File: config.mk
export PLATFORM = sky130hd
export DESIGN_NAME = m_store_buffer
export DESIGN_NICKNAME = d
export VERILOG_FILES = /design/src/rtl/m_store_buffer_pkg.sv /design/src/rtl/m_store_buffer_fwd.sv /design/src/rtl/m_store_buffer.sv
export SDC_FILE = /design/constraint.sdc
export NUM_CORES = 1
export LEC_CHECK = 0
export BUFFER_PORTS_ARGS = -buffer_cell sky130_fd_sc_hd__buf_2
export CAP_MARGIN = 20
export CORE_UTILIZATION = 55
export DETAILED_ROUTE_END_ITERATION = 7
export GPL_ROUTABILITY_DRIVEN = 1
export PLACE_DENSITY = 0.76
export SLEW_MARGIN = 40
export SYNTH_ARGS = -nofsm -noshare
export SYNTH_HDL_FRONTEND = slang
export SYNTH_SLANG_ARGS = --single-unit
File: constraint.sdc
create_clock -name clk -period 4.3 [get_ports clk]
set_input_delay 0.645 -clock clk [delete_from_list [all_inputs] [get_ports clk]]
set_output_delay 0.645 -clock clk [all_outputs]
set_load 0.005 [all_outputs]
File: src/rtl/m_store_buffer_pkg.sv
// Shared store-buffer definitions: default depth, entry field widths and the
// packed layout of one buffered store.
package m_store_buffer_pkg;

  localparam int SB_DEPTH_DEF = 4;
  localparam int SB_ADDR_W    = 30;
  localparam int SB_BE_W      = 4;
  localparam int SB_DATA_W    = 32;
  localparam int SB_PC_W      = 32;

  typedef struct packed {
    logic [SB_ADDR_W-1:0] addr;
    logic [SB_BE_W-1:0]   be;
    logic [SB_DATA_W-1:0] data;
    logic [SB_PC_W-1:0]   pc;
  } sb_entry_t;

endpackage

File: src/rtl/m_store_buffer_fwd.sv
// One byte lane of load forwarding: picks the youngest matching entry from an
// age-ordered match vector (bit 0 = oldest).
module m_sb_fwd
  import m_store_buffer_pkg::*;
#(
  parameter int DEPTH = SB_DEPTH_DEF
) (
  input  logic [DEPTH-1:0]   match,
  input  logic [DEPTH*8-1:0] lane_bytes,
  output logic               hit,
  output logic [7:0]         data
);

  // Later (younger) matches override earlier ones; data stays 0 without a hit.
  always_comb begin
    hit  = |match;
    data = 8'h00;
    for (int i = 0; i < DEPTH; i++) begin
      if (match[i]) begin
        data = lane_bytes[i*8 +: 8];
      end else begin
        data = data;
      end
    end
  end

endmodule

File: src/rtl/m_store_buffer.sv
// In-order store buffer between the M stage and data memory, with per-byte
// load forwarding from every pending entry.
module m_store_buffer
  import m_store_buffer_pkg::*;
#(
  parameter int DEPTH = SB_DEPTH_DEF
) (
  input  logic                     clk,
  input  logic                     reset,
  input  logic                     st_valid,
  input  logic [31:0]              st_addr,
  input  logic [3:0]               st_be,
  input  logic [31:0]              st_data,
  input  logic [31:0]              st_pc,
  output logic                     st_ready,
  input  logic [31:0]              ld_addr,
  output logic [3:0]               ld_hit,
  output logic [31:0]              ld_fwd_data,
  input  logic                     dm_busy,
  output logic                     dm_we,
  output logic [31:0]              dm_addr,
  output logic [3:0]               dm_be,
  output logic [31:0]              dm_wd,
  output logic [31:0]              dm_pc,
  output logic [$clog2(DEPTH):0]   count,
  output logic                     empty,
  output logic                     ovf
);

  localparam int PTR_W = $clog2(DEPTH);
  localparam int CNT_W = PTR_W + 1;
  localparam logic [CNT_W-1:0] DEPTH_C = CNT_W'(DEPTH);

  sb_entry_t          mem_r [DEPTH];
  logic [PTR_W-1:0]   head_r;
  logic [PTR_W-1:0]   tail_r;
  logic [CNT_W-1:0]   count_r;
  logic               ovf_r;

  logic               empty_s;
  logic               st_ready_s;
  logic               push_s;
  logic               drop_s;
  logic               pop_s;
  sb_entry_t          head_s;
  logic [PTR_W-1:0]   idx_s;
  logic [DEPTH-1:0]   match_s [4];
  logic [DEPTH*8-1:0] lane_s [4];
  logic               unused_s;

  // Byte selection lives entirely in the enables, so word-offset bits are dead.
  assign unused_s   = ^{st_addr[1:0], ld_addr[1:0]};

  assign empty_s    = (count_r == {CNT_W{1'b0}});
  assign st_ready_s = reset & (count_r < DEPTH_C);
  assign push_s     = st_valid & st_ready_s & (st_be != 4'h0);
  assign drop_s     = st_valid & ~st_ready_s & (st_be != 4'h0);
  assign pop_s      = reset & ~empty_s & ~dm_busy;
  assign head_s     = mem_r[head_r];

  assign st_ready   = st_ready_s;
  assign dm_we      = pop_s;
  assign count      = count_r;
  assign empty      = empty_s;
  assign ovf        = ovf_r;

  // Drain port mirrors the head entry and is forced to zero when nothing is queued.
  always_comb begin
    dm_addr = 32'h0;
    dm_be   = 4'h0;
    dm_wd   = 32'h0;
    dm_pc   = 32'h0;
    if (!empty_s) begin
      dm_addr = {head_s.addr, 2'b00};
      dm_be   = head_s.be;
      dm_wd   = head_s.data;
      dm_pc   = head_s.pc;
    end else begin
      dm_addr = 32'h0;
    end
  end

  // Age-ordered view of the ring: position i is the i-th oldest valid entry.
  always_comb begin
    idx_s = {PTR_W{1'b0}};
    for (int b = 0; b < 4; b++) begin
      match_s[b] = {DEPTH{1'b0}};
      lane_s[b]  = {(DEPTH*8){1'b0}};
    end
    for (int i = 0; i < DEPTH; i++) begin
      idx_s = head_r + PTR_W'(i);
      for (int b = 0; b < 4; b++) begin
        match_s[b][i]      = reset && (CNT_W'(i) < count_r) &&
                             (mem_r[idx_s].addr == ld_addr[31:2]) && mem_r[idx_s].be[b];
        lane_s[b][i*8 +: 8] = mem_r[idx_s].data[b*8 +: 8];
      end
    end
  end

  for (genvar b = 0; b < 4; b++) begin : g_fwd
    m_sb_fwd #(.DEPTH(DEPTH)) u_fwd (
      .match      (match_s[b]),
      .lane_bytes (lane_s[b]),
      .hit        (ld_hit[b]),
      .data       (ld_fwd_data[b*8 +: 8])
    );
  end

  // Pointer, occupancy and sticky overflow state.
  always_ff @(posedge clk) begin
    if (!reset) begin
      head_r  <= {PTR_W{1'b0}};
      tail_r  <= {PTR_W{1'b0}};
      count_r <= {CNT_W{1'b0}};
      ovf_r   <= 1'b0;
    end else begin
      if (push_s) tail_r <= tail_r + PTR_W'(1);
      if (pop_s)  head_r <= head_r + PTR_W'(1);
      case ({push_s, pop_s})
        2'b10:   count_r <= count_r + CNT_W'(1);
        2'b01:   count_r <= count_r - CNT_W'(1);
        default: count_r <= count_r;
      endcase
      if (drop_s) ovf_r <= 1'b1;
    end
  end

  // Entry storage; validity is tracked by count, so no reset is needed here.
  always_ff @(posedge clk) begin
    if (push_s) begin
      mem_r[tail_r] <= '{addr: st_addr[31:2], be: st_be, data: st_data, pc: st_pc};
    end
  end

endmodule

== Yosys cells after proc, flatten, opt, wreduce, memory -nomap -nowiden ==
Memories as Yosys holds them, arrays and structs flattened. A register that Yosys moved wholly into a read port is not among the register bits.
Index checks and enable logic that the tools add are counted.
Storage, ports and cells
  register bits: 8
  bits in writable memories: 392
  logic and storage cells: 88
  output and inout bits: 143
  memories kept: 1
  input bits: 136
Memories
  mem_r: words 4, bits a word 98, rd ports 4, clocked after memory_dff 1, wr ports 1, line m_store_buffer.sv:34  | sb_entry_t mem_r [DEPTH];
Cells by class
  equality and inequality tests: 6
  add/sub/neg operators: 6
  bitwise operators: 10
  reduce and logical (&&, ||, !) cells: 31
  mux-type cells: 25
  $lt $le $gt $ge: 5
Operator list (count)
  2-to-1 mux 8 bit: 16
  equality test 30 bit: 4
  2-to-1 mux 32 bit: 3
  logical AND 1 bit: 24
  OR reduction 4 bit: 4
  bitwise AND 1 bit: 7
  less-than comparator 1 x 3 -> 1 bit, first input constant: 2
  less-than comparator 2 x 3 -> 1 bit, first input constant: 2
  one-hot mux 3 bit (2 select lines): 1
  adder 2 x 1 -> 2 bit, second input constant: 2
  adder 2 bit, second input constant: 2
  2-to-1 mux 2 bit: 2
  2-to-1 mux 4 bit: 1
  nonzero test 4 bit: 1
  adder 3 x 1 -> 3 bit, second input constant: 1
  zero test 3 bit: 1
  less-than comparator 3 bit, second input constant: 1
  NOT 1 bit: 3
  subtractor 3 x 1 -> 3 bit, second input constant: 1
  equality test 2 x 1 -> 1 bit, second input constant: 1
  equality test 2 bit, second input constant: 1
  2-to-1 mux 1 bit: 2
  nonzero test 2 bit: 1

== Longest topological paths before layout ==
  depth in word-level cells: 8
  mapped depth: 16
  depth with buffers taken out: 9

== Modules after synthesis ==
A second synthesis with hierarchy kept.
Unflattened totals
  cell total of the unflattened synthesis: 1486
  area total of the unflattened synthesis: 22960.8 µm²
Modules (own cells, without submodules)
  m_store_buffer: area each 22049.9 µm², cells an instance 1346, instances 1, seq. area each 11971.5 µm²
  m_sb_fwd: area each 227.7 µm², cells an instance 35, instances 4, seq. area each 0.0 µm²

== Least setup slack after synthesis ==
No wires, ideal clock.
  path type: input-to-output
  start: input port ld_addr[3]
  end: output port ld_fwd_data[0]
  path buffers: 2
  path slack: 0.218 ns
  required time: 3.655 ns
  data arrival time: 3.437 ns
  stages on the path: 9
  cells stage by stage: buf_1 -> nor2_1 -> a221o_1 -> or4_1 -> or4_1 -> buf_2 -> nor4_4 -> o221ai_2 -> o221ai_1
On the way
  word-level cells in the longest chain between the ends: 7
  elaborated cells between the ends (all ways): 16
  those cells by class: eq/ne: 4; mux: 4; reduce/logical: 8
Ends and longest elaborated chain
  start: declaration: line m_store_buffer.sv:16  | input logic [31:0] ld_addr,
  equality test 30 bit
  logical AND 1 bit
  logical AND 1 bit: line m_store_buffer.sv:94  | (mem_r[idx_s].addr == ld_addr[31:2]) && mem_r[idx_s].be[b];
  2-to-1 mux 8 bit (3 in series): line m_store_buffer_fwd.sv:19  | if (match[i]) begin
  2-to-1 mux 8 bit (*): line m_store_buffer_fwd.sv:19
  end: declaration: line m_store_buffer.sv:18  | output logic [31:0] ld_fwd_data,
Mark *: on every way between the ends. The rest lies on a longest branch, timed or not.

== Final worst setup path ==
  start: register head_r[0]
  end: output port ld_fwd_data[31]
On the way
  word-level cells in the longest chain between the ends: 8
  elaborated cells between the ends (all ways): 16
  those cells by class: add/sub: 3; eq/ne: 3; mux: 3; reduce/logical: 6; memory: 1
Ends and longest elaborated chain
  start: declaration: line m_store_buffer.sv:35  | logic [PTR_W-1:0] head_r;
  start signal: assignment: line m_store_buffer.sv:112  | head_r <= {PTR_W{1'b0}};
  start signal: assignment: line m_store_buffer.sv:118  | if (pop_s) head_r <= head_r + PTR_W'(1);
  adder 2 x 1 -> 2 bit: line m_store_buffer.sv:91  | idx_s = head_r + PTR_W'(i);
  memory read (4 x 98 bit) (*)
  equality test 30 bit: line m_store_buffer.sv:94
  logical AND 1 bit: line m_store_buffer.sv:93  | match_s[b][i] = reset && (CNT_W'(i) < count_r) &&
  logical AND 1 bit: line m_store_buffer.sv:94
  2-to-1 mux 8 bit (2 in series): line m_store_buffer_fwd.sv:19
  2-to-1 mux 8 bit (*): line m_store_buffer_fwd.sv:19
Marked as above.

==> run summary <==
Non-filler instance count after layout -> 2676
Peak VDD IR -> 0.545 mV
TritonCTS clock tree -> built
Total GRT Usage -> 0.313
Syn-to-layout area delta -> 25.7%
Starting DRC count in detailed routing -> 1699
Total gr overflow -> 0
Synth Area in Simple Gates -> 0.0896
Num ports -> 279
EDFF count, synth -> 392
Starting density of the core -> 0.557
Share of cells above drive strength 1 -> 0.427
Area contributors post-synth -> edfxtp_1 (50%), mux4_2 (15%), mux2i_1 (6.3%)
Reg area -> 12000 um2
Adder-Cell Fraction of Synth Area -> 0.00482
Dpl cell area -> 26100 um2
Max cap viols -> 0
Final WS setup -> -0.525 ns
Pin count of the biggest net entering global routing -> 72
Worst Setup End Kind -> output pin
Hold Path Class -> in -> reg
Max-slew violations -> 0
Final worst-path cycle share -> 1.12
Critical path's slowest cell -> mux4_2
Mux cell area share after synthesis -> 0.232
Cts hold-fix bufs -> 0
Root Buffer -> clkbuf_16
Fillers -> 2844
Seq/Total Area, Yosys -> 0.513
Clock transition at path regs -> 0.06 ns
Final min period -> 4.83 ns
CP delay by family, top -> buffers and inverters
Leakage power -> 10.1 nW
Setup TNS -> -13.24 ns
Relative slew slack -> 0.446
DRC Markers -> 0
PortBufs -> 272
TritonCTS Buffers -> 43
CP Cell Sequence -> buf_12, buf_8, mux4_2, xnor2_4, nand4_1, a211oi_4, buf_6, o211ai_1, buf_4, or3_4, buf_6, nand4_1, a311oi_2, buf_2
WP data required -> 3.65 ns
Maximum clock rate -> 207 MHz
Die Ht -> 208 um
Number of global-route vias before repair -> 17400
Slowest cell delay on critical path -> 0.57 ns
#FFs+latches synth -> 402
Routed WL -> 68900 um
Full die area -> 43300 um2
Clock sink count -> 402
Synth warn -> 0
Post-synthesis cell count -> 1712
GP Congestion -> 0.940
Core Footprint -> 41900 um2
Violated checks -> negative setup slack
Nets@finish -> 2242
Final Skew -> 0.0194 ns
Synth cell types -> 74
Final setup violation count -> 36
Global-route wire length before repair -> 103000 um
Placed Cells -> 2526
Initial antenna violation count -> 16
Final hold viol count -> 0
CP Max Fanout -> 7
Die span in x -> 208 um
Area of the multi-input gates -> 11600 um2
Finished Cell Area -> 29300 um2
H-tree levels -> 2
Crit path buf inv count -> 6
Synth Cell Area -> 23400 um2
CP Class -> reg -> out
Run status -> finished with violations
Reg-to-reg setup timing slack -> 1.69 ns
XOR/XNOR share of the synthesized area -> 0.0405
Crit path DAT -> 4.18 ns
DRT Pass-1 Iters -> 6
Pwr Density -> 366 nW/um2
Clk_lat worst skew -> 0.59 ns
HPWL Detailed -> 45700 um
RSZ-0062 raised after global routing -> true
Via/cell ratio -> 6.56
Worst-Margin Slew -> 0.829 ns
CP Launch Type -> flop
WL per Instance -> 25.8 um
Top-area cell type share of the netlist area -> 0.504
Post-synthesis async set-or-reset flop share -> 0
Max Buffers Root-to-Sink -> 3
Top FF cell, synth -> edfxtp_1
Largest family of logic cells by synthesized area -> multiplexers
Detail Route Antenna Nets -> 0
Num rows -> 75
Compound-gate portion of the synthesized area -> 0.0869
Synth area leader -> edfxtp_1
Via count -> 17600
Syn_area_per_cell -> 13.6 um2
-- what timing repair did --
action                     in CTS  in global routing
setup endpoints to repair      36                 36
pin swaps                      21                 39
gates cloned                    2                  1
buffers inserted               30                 34
resized for setup             110                140
-- per-layer routing --
metal	wire length, um	track usage	vias to the layer above
li1	-	-	7643
met2	32800	0.498	946
met4	2460	0.121	16
met5	98	0	-
met1	26900	0.415	8775
met3	6700	0.0815	176
-- Yosys cell counts, drive strengths merged, types with 8 or more instances --
library cell	n
dfxtp	10
nand3	15
and2	32
nand2	67
a22oi	27
or3	8
mux2i	148
o22ai	11
xnor2	65
nor3	23
mux2	38
o211ai	14
edfxtp	392
a211oi	21
buf	77
a311oi	20
xor2	43
mux4	156
inv	21
nor4	32
o21ai	63
nor2b	86
ha	9
nand4	28
a21oi	69
and3	10
clkbuf	73
a221oi	9
o221ai	13
nor2	57
-- final timing paths --
path,depth (start not counted),end,from
min,1,mem_r[2][53]$_DFFE_PP_,st_data[21]
max reg2reg,7,count[2]$_SDFFE_PN0P_,count[1]$_SDFFE_PN0P_
min reg2reg,2,ovf$_SDFFE_PN0P_,ovf$_SDFFE_PN0P_
max,14,ld_fwd_data[31],head_r[0]$_SDFFE_PN0P_
-- power by group --
part,switching [mW],internal (mW)
clock network,1.57,2.16
logic,1.32,1.19
registers,0.0858,4.43
-- cells in the final DEF, fill, tap and decap left out, drive strengths merged, types with 14 or more instances in the layout --
cell,netlist,final
buf,77,487
a21oi,69,69
xnor2,65,65
nor4,32,32
mux4,156,156
nand2,67,67
o211ai,14,14
and2,32,32
nor2b,86,86
mux2i,148,148
nand3,15,15
inv,21,24
xor2,43,43
a311oi,20,20
clkbuf,73,47
o21ai,63,63
a211oi,21,21
edfxtp,392,392
a22oi,27,27
mux2,38,38
nand4,28,28
nor3,23,23
nor2,57,57
clkinv,0,20
-- per-stage QoR --
stage	hold slack (ns)	util	worst slack [ns]	power [mW]
after CTS	0.248	0.676	-0.386	10.6
after global placement	0.450	0.622	-0.0808	6.77
final	0.270	0.700	-0.525	10.7
after floorplan	0.460	-	0.218	6.01
after global routing	0.250	0.699	-0.576	11.1
after detailed placement	0.461	0.622	-0.110	6.82
-- flip-flops by register name, summed over array words and instances (netlist names), named ones only --
signal,count
mem_r,392
ovf,1
count,3
head_r,2
tail_r,2
-- layout make-up --
| class | count | area share |
|---|---|---|
| Sequential cell | 402 | 0.409 |
| Multi-Input combinational cell | 1140 | 0.396 |
| Timing Repair Buffer | 489 | 0.121 |
| Clock buffer | 46 | 0.0371 |
| Tap cell | 539 | 0.0230 |
| Clock inverter | 30 | 0.0116 |
| Inverter | 21 | 0.00269 |
| Antenna cell | 9 | 0.000768 |
-- kinds of logic (layout without fill, tap and decap cells) --
group	after synthesis	in the layout
fa+ha+maj	9	9
mux	342	342
xor+xnor	108	108
buf+inv	171	586
compound gates	300	300
flops	402	402
other cells	1	11
simple gates	379	379
(Power assumes the default switching activity.)
